**src/rtl/systolic_array_4x4.sv**
```systemverilog
// Output-stationary 4x4 int8 systolic array: computes one K=4 partial product tile
// per sa_rst_n-high window and holds the result with done until the next clear.
module systolic_array_4x4 #(
  parameter int DATA_BITS  = 32,
  parameter int ELEM_BITS  = 8,
  parameter int ACC_BITS   = 32,
  parameter int DATAC_BITS = 128
) (
  input  logic                  clk,
  input  logic                  rst_n,
  input  logic                  sa_rst_n,
  input  logic [DATA_BITS-1:0]  a0,
  input  logic [DATA_BITS-1:0]  a1,
  input  logic [DATA_BITS-1:0]  a2,
  input  logic [DATA_BITS-1:0]  a3,
  input  logic [DATA_BITS-1:0]  b0,
  input  logic [DATA_BITS-1:0]  b1,
  input  logic [DATA_BITS-1:0]  b2,
  input  logic [DATA_BITS-1:0]  b3,
  output logic [DATAC_BITS-1:0] c0,
  output logic [DATAC_BITS-1:0] c1,
  output logic [DATAC_BITS-1:0] c2,
  output logic [DATAC_BITS-1:0] c3,
  output logic                  done
);

  localparam int N = 4;
  localparam logic [3:0] CNT_LAST = 4'd10;

  // Elements are packed MSB first: element e sits at the top of the word for e=0.
  function automatic logic [ELEM_BITS-1:0] elem_sel(input logic [DATA_BITS-1:0] w, input int e);
    return w[DATA_BITS-1-ELEM_BITS*e -: ELEM_BITS];
  endfunction

  logic [DATA_BITS-1:0]  a_w [N];
  logic [DATA_BITS-1:0]  b_w [N];
  logic [ELEM_BITS-1:0]  a_in_s [N];
  logic [ELEM_BITS-1:0]  b_in_s [N];
  logic [3:0]            ka_s [N];
  logic [3:0]            kb_s [N];
  logic [ELEM_BITS-1:0]  a_op_s [N][N];
  logic [ELEM_BITS-1:0]  b_op_s [N][N];
  logic [ELEM_BITS-1:0]  a_pipe_q [N][N-1];
  logic [ELEM_BITS-1:0]  b_pipe_q [N-1][N];
  logic [ACC_BITS-1:0]   acc_q [N][N];
  logic [ACC_BITS-1:0]   acc_d [N][N];
  logic [DATAC_BITS-1:0] c_s [N];
  logic [3:0]            cnt_q;
  logic [3:0]            cnt_d;
  logic                  done_q;
  logic                  done_d;
  logic                  clear_s;

  assign a_w[0] = a0;
  assign a_w[1] = a1;
  assign a_w[2] = a2;
  assign a_w[3] = a3;
  assign b_w[0] = b0;
  assign b_w[1] = b1;
  assign b_w[2] = b2;
  assign b_w[3] = b3;

  assign clear_s = (!rst_n) || (!sa_rst_n);

  // Edge injection: row i gets A[i][cnt-i], column i gets B[cnt-i][i], zero outside 0..3.
  always_comb begin
    for (int i = 0; i < N; i++) begin
      ka_s[i]   = cnt_q - 4'(i);
      kb_s[i]   = cnt_q - 4'(i);
      a_in_s[i] = '0;
      b_in_s[i] = '0;
      if ((cnt_q >= 4'(i)) && (ka_s[i] <= 4'd3)) begin
        a_in_s[i] = elem_sel(a_w[ka_s[i][1:0]], i);
      end else begin
        a_in_s[i] = '0;
      end
      if ((cnt_q >= 4'(i)) && (kb_s[i] <= 4'd3)) begin
        b_in_s[i] = elem_sel(b_w[kb_s[i][1:0]], i);
      end else begin
        b_in_s[i] = '0;
      end
    end
  end

  for (genvar m = 0; m < N; m++) begin : g_row
    for (genvar n = 0; n < N; n++) begin : g_col
      logic signed [2*ELEM_BITS-1:0] prod_s;

      if (n == 0) begin : g_a_edge
        assign a_op_s[m][n] = a_in_s[m];
      end else begin : g_a_hop
        assign a_op_s[m][n] = a_pipe_q[m][n-1];
      end

      if (m == 0) begin : g_b_edge
        assign b_op_s[m][n] = b_in_s[n];
      end else begin : g_b_hop
        assign b_op_s[m][n] = b_pipe_q[m-1][n];
      end

      // Zero operands outside the active diagonal make the MAC a no-op.
      assign prod_s = $signed(a_op_s[m][n]) * $signed(b_op_s[m][n]);
      assign acc_d[m][n] = acc_q[m][n]
                         + {{(ACC_BITS-2*ELEM_BITS){prod_s[2*ELEM_BITS-1]}}, prod_s};

      // Per-PE accumulator register.
      always_ff @(posedge clk) begin
        if (clear_s) begin
          acc_q[m][n] <= '0;
        end else begin
          acc_q[m][n] <= acc_d[m][n];
        end
      end

      if (n < N-1) begin : g_a_reg
        // A operand hop to the right-hand neighbour.
        always_ff @(posedge clk) begin
          if (clear_s) begin
            a_pipe_q[m][n] <= '0;
          end else begin
            a_pipe_q[m][n] <= a_op_s[m][n];
          end
        end
      end

      if (m < N-1) begin : g_b_reg
        // B operand hop to the neighbour below.
        always_ff @(posedge clk) begin
          if (clear_s) begin
            b_pipe_q[m][n] <= '0;
          end else begin
            b_pipe_q[m][n] <= b_op_s[m][n];
          end
        end
      end
    end

    assign c_s[m] = {acc_q[m][0], acc_q[m][1], acc_q[m][2], acc_q[m][3]};
  end

  // Saturating cycle counter; done follows it so it cannot drop inside a window.
  always_comb begin
    cnt_d  = cnt_q;
    done_d = done_q;
    if (cnt_q == CNT_LAST) begin
      cnt_d  = CNT_LAST;
      done_d = 1'b1;
    end else begin
      cnt_d  = cnt_q + 4'd1;
      done_d = 1'b0;
    end
  end

  // Counter and done registers.
  always_ff @(posedge clk) begin
    if (clear_s) begin
      cnt_q  <= 4'd0;
      done_q <= 1'b0;
    end else begin
      cnt_q  <= cnt_d;
      done_q <= done_d;
    end
  end

  assign c0   = c_s[0];
  assign c1   = c_s[1];
  assign c2   = c_s[2];
  assign c3   = c_s[3];
  assign done = done_q;

endmodule
```
**config.mk**
```make
export PLATFORM = sky130hd
export DESIGN_NAME = systolic_array_4x4
export DESIGN_NICKNAME = d
export VERILOG_FILES = /design/src/rtl/systolic_array_4x4.sv
export SDC_FILE = /design/constraint.sdc
export NUM_CORES = 2
export LEC_CHECK = 0
export BUFFER_PORTS_ARGS = -buffer_cell sky130_fd_sc_hd__buf_2
export CAP_MARGIN = 40
export CELL_PAD_IN_SITES_DETAIL_PLACEMENT = 1
export CELL_PAD_IN_SITES_GLOBAL_PLACEMENT = 2
export CORE_MARGIN = 2
export CORE_UTILIZATION = 35
export DETAILED_ROUTE_END_ITERATION = 12
export PLACE_DENSITY_LB_ADDON = 0.1
export SYNTH_ARGS = -nofsm -noshare
export SYNTH_HDL_FRONTEND = slang
export SYNTH_SLANG_ARGS = --single-unit
```
**constraint.sdc**
```tcl
create_clock -name clk -period 17.64 [get_ports clk]
set_input_delay 2.646 -clock clk [delete_from_list [all_inputs] [get_ports clk]]
set_output_delay 2.646 -clock clk [all_outputs]
set_load 0.02 [all_outputs]
```
Word-level counts from Yosys, hierarchy flattened --
Memories as Yosys holds them, arrays and structs flattened. Cells that the tools add are included. Widths: inputs -> output; s select.
Storage, ports and cells: logic and storage cells 184, register bits after elaboration 5, memory bits (writable) 704, memories 3, input port bits 259
Memories:
- acc_q | words 4, width 128, rd ports 4, clocked after memory_dff 0, write ports 4, line 45 | logic [ACC_BITS-1:0] acc_q [N][N];
- a_pipe_q | words 4, width 24, rd ports 4, clocked after memory_dff 0, write ports 4, line 43 | logic [ELEM_BITS-1:0] a_pipe_q [N][N-1];
- b_pipe_q | words 3, width 32, rd ports 3, clocked after memory_dff 0, write ports 3, line 44 | logic [ELEM_BITS-1:0] b_pipe_q [N-1][N];
Cells by class: order comparisons 12, eq/ne operators 1, multipliers 16, multiplexer cells 77, $add $sub $neg 20, bitwise logic cells 44, reductions and logical operators 8
Operators by type and width (number):
- $mux 32 | 20
- $add 32x32->32 | 16
- $bmux 32 s2 | 8
- $mux 8 | 36
- $mul 8x8->16 | 16
- $mux 24 | 4
- $mux 16 | 4
- $or 1x1->1 | 40
- $le 4x2->1 const B | 4
- $ge 3x3->1 const B | 4
- $not 2->3 | 4
- $ge 4x1->1 const B | 2
- $ge 4x2->1 const B | 2
- $sub 4x2->4 const B | 2
- $add 4x1->4 const B | 1
- $eq 4x4->1 const B | 1
- $logic_and 1x1->1 | 4
- $mux 1 | 4
- $mux 4 | 1
- $sub 4x1->4 const B | 1
- $logic_not 1->1 | 2
- $reduce_or 2->1 | 1
- $logic_or 1x1->1 | 1

Logic depth before layout (Yosys ltp) --
depth in word-level cells 9, mapped depth 43, mapped depth without buffers 37

Least setup slack after synthesis --
OpenSTA, ideal clock, no wires.
kind in2reg, start in a2[7], end mem acc_q[3][127] (netlist name), library setup time 0.080 ns, arrival time 9.749 ns, required time 17.560 ns, path slack 7.811 ns, stages 29, cells stage by stage mux4_2 nor2b_1 clkbuf_1 and2_1 inv_1 fa_1 fa_1 inv_1 fa_1 inv_1 fa_1 inv_1 ha_1 nor2b_1 o41ai_1 o21ai_1 o41a_1 xnor2_1 ha_1 a211oi_1 o211ai_1 nor4_1 o21ai_0 nand4_1 a21o_1 a31oi_1 o21a_1 o21ai_0 nor3b_1
RTL lines:
- from (decl) | line 14 | input logic [DATA_BITS-1:0] a2,
- to (decl) | line 45

==> results_dict.tcl <==
set metrics [dict create \
    synth_top_area_share_pct 21.89 \
    holdWs_ps 586.9 \
    slew_violations 0 \
    cp-end-kind "flop" \
    drcViolationCount 0 \
    cts_tree "yes" \
    status "complete, no violations" \
    synthDistinctLibCells 91 \
    die_h_um 487.8 \
    maxCapViolCount 0 \
    grt_max_degree 152 \
    syn-num-nets 11380 \
    num_rows 177 \
    ir_drop_mv 0.2322 \
    grt_pass1_wl_um 423500 \
    pin_count 772 \
    die_x_um 487.8 \
    worstPathRequired_ps 18240 \
    crit_path_start_kind "primary input" \
    fin_area_mm2 0.09296 \
    numPortBuffers 771 \
    h-tree-depth 3 \
    fin_ws_ps 8002 \
    dp_hpwl_um 222900 \
    arrival_ps 10240 \
    post-place-ws_ps 7184 \
    path_clk_slew_ps 60 \
    clock_tree.buffer_depth 3 \
    synth-main-ff-cell "dfxtp_1" \
    via_per_inst 5.057 \
    ys_warn_count 0 \
    place_area_mm2 0.08953 \
    slowest_stage "o41ai_1" \
    finalCritPeriodShare_pct 54.64 \
    finalPower_mw 6.347 \
    grtUsageTotal_pct 22.67 \
    clk_latency_ps 760 \
    vias 66750 \
    yosysSeqAreaShare_pct 17.32 \
    yosysTopAreaCell "fa_1" \
    synth-edff-count 0 \
    globalRouteOverflowTotal 0 \
    p_leak_nw 46.34 \
    dieArea_mm2 0.2380 \
    netlist_top_cells_area "fa_1 (22%), dfxtp_1 (17%), ha_1 (15%), inv_1 (6.1%), and2_1 (5.0%)" \
    cts_buffers 102 \
    syn-cell-area_mm2 0.08194 \
    postRouteWirelength_um 270000 \
    drtIter0Drc 2273 \
    finalNonFillerCells 13200 \
    cts_root_buf "clkbuf_16" \
    drtAntennaViolNets 0 \
    synthArstFlopShare_pct 0 \
    pwr_density_cell_mw_per_mm2 68.28 \
    place_inst 13000 \
    syn_area_per_cell_um2 8.866 \
    fp.coreArea_mm2 0.2328 \
    ctsHoldBuffers 0 \
    rsz0062_at_grt "false" \
    antenna_found_initial 33 \
    setup_viol 0 \
    min_period_ps 9638 \
    postCtsResizedCells 0 \
    finClkSkew_ps 39.99 \
    crit_path_frequent_cell "a21oi_1" \
    cp_max_fo 9 \
    cts_setup_buffers 0 \
    tightestPinTransition_ps 926.2 \
    gp_congestion 0.8961 \
    routedWlPerCell_um 20.46 \
    slew_headroom_pct 38.25 \
    fmax_mhz 103.8 \
    setup_tns_ps 0 \
    hold_class "reg -> reg" \
    final_layout_size_suffix_gt1_share_pct 11.19 \
    crit_type "in -> reg" \
    final_core_util_pct 39.94 \
    max_stage_delay_ps 750 \
    synth_cells 9242 \
    finalHoldViolations 0 \
    clock-sinks 709 \
    first_global_vias 73460 \
    area_growth_pct 13.45 \
    nNetsFinal 12110 \
    synth_seq_cells 709 \
    first_pass_iters 5 \
    start_util_pct 35.20 \
]
-- worst max-delay path: cells and delay by family --
family	cells	cell delay [ps]
AO/OA/AOI/OAI	14	3130
adder cells (fa/ha/maj)	6	2640
AND/OR/NAND/NOR	6	810
multiplexers	1	480
buffers and inverters	5	320
XOR/XNOR	1	190
-- placed cells by master (no fill, tap or decap), types with 28 or more instances in the layout --
cell type  Yosys  final
a211oi_1      66     66
a21o_1       229    229
a21oi_1      490    490
a31oi_1       83     82
and2_1       660    659
and3_1       262    262
buf_2          6    770
buf_4          3     33
clkbuf_16      0    103
dfxtp_1      709    707
fa_1         896    896
ha_1         979    978
inv_1       1327   1327
mux4_2        62     62
nand2_1      538    537
nand2b_1     149    149
nand3_1      103    103
nand4_1       29     29
nor2_1       694    693
nor2b_1       89     89
nor3_1       145    145
o211ai_1      38     38
o21a_1        72     72
o21ai_0      313    313
o21bai_1      73     73
o31ai_1       28     28
or2_2         29     29
or3_1         38     38
xnor2_1      434    426
xor2_1       207    207
-- layout make-up --
class | count | area [µm²]
multi-input combinational | 7014 | 62100
sequential | 709 | 14200
timing repair buffer | 815 | 4315
tap | 3132 | 3919
fill | 27220 | 139800
clock inverter | 48 | 528.0
clock buffer | 138 | 2869
inverter | 1330 | 4992
antenna | 14 | 35.03
-- metal layers --
metal	GRT usage, %	wire length [µm]
met3	3.359	10300
met5	0	48
met1	27.20	114200
met2	41.43	137300
met4	6.828	8171
-- sequential cells by signal (all words and copies together), names as in the netlist --
name      cells
cnt_q         4
a_pipe_q     96
done          1
b_pipe_q     96
acc_q       512
-- report_power, final --
part	switching [mW]	total [mW]	internal (mW)	leakage, nW
Combinational	1.50	2.53	1.03	39.0
Clock	0.901	2.15	1.24	1.64
Sequential	0.0308	1.67	1.64	5.72
-- cells in the mapped netlist (all sizes together) (12+ instances only) --
library cell / count
inv: 1327
fa: 896
o41ai: 17
ha: 979
a31oi: 83
a2111oi: 14
dfxtp: 709
nor2: 694
or2: 29
buf: 18
a211o: 15
nor3: 145
o2111ai: 12
o21a: 72
o21bai: 73
a21oi: 494
nand3: 103
xor2: 207
nand4: 29
a21boi: 18
o31a: 13
and2: 661
a21o: 229
nand2b: 149
xnor2: 434
nand2: 538
nor3b: 18
mux4: 62
a41oi: 16
and3: 262
o31ai: 29
nor2b: 90
mux2i: 17
a211oi: 67
clkbuf: 171
o211ai: 39
or3: 38
o21ai: 323
-- worst paths after layout --
check | endpoint | depth (start not counted) | startpoint | slack [ps]
setup / recovery | acc_q[1][123]$_SDFF_PP0_ | 33 | a2[21] | 8000
hold / removal | b_pipe_q[2][0]$_SDFF_PP0_ | 1 | b_pipe_q[1][0]$_SDFF_PP0_ | 590
setup reg to reg | acc_q[3][127]$_SDFF_PP0_ | 33 | cnt_q[1]$_SDFF_PP0_ | 8120
hold reg to reg | b_pipe_q[2][0]$_SDFF_PP0_ | 1 | b_pipe_q[1][0]$_SDFF_PP0_ | 590
-- cells by family (layout without fill, tap and decap cells) --
| logic type | Yosys count | after routing | synth area share, % |
|---|---|---|---|
| adders and majority gates | 1875 | 1875 | 36.84 |
| and+or+nand+nor | 2799 | 2799 | 17.35 |
| AOI/OAI and AO/OA | 1615 | 1615 | 12.64 |
| DFF | 709 | 709 | 17.32 |
| buffers and inverters | 1519 | 2331 | 6.982 |
| xor gates and xnor gates | 643 | 643 | 6.907 |
| muxes | 82 | 82 | 1.953 |
| other | 0 | 14 | 0 |
Power figures use the tool's default switching activity.
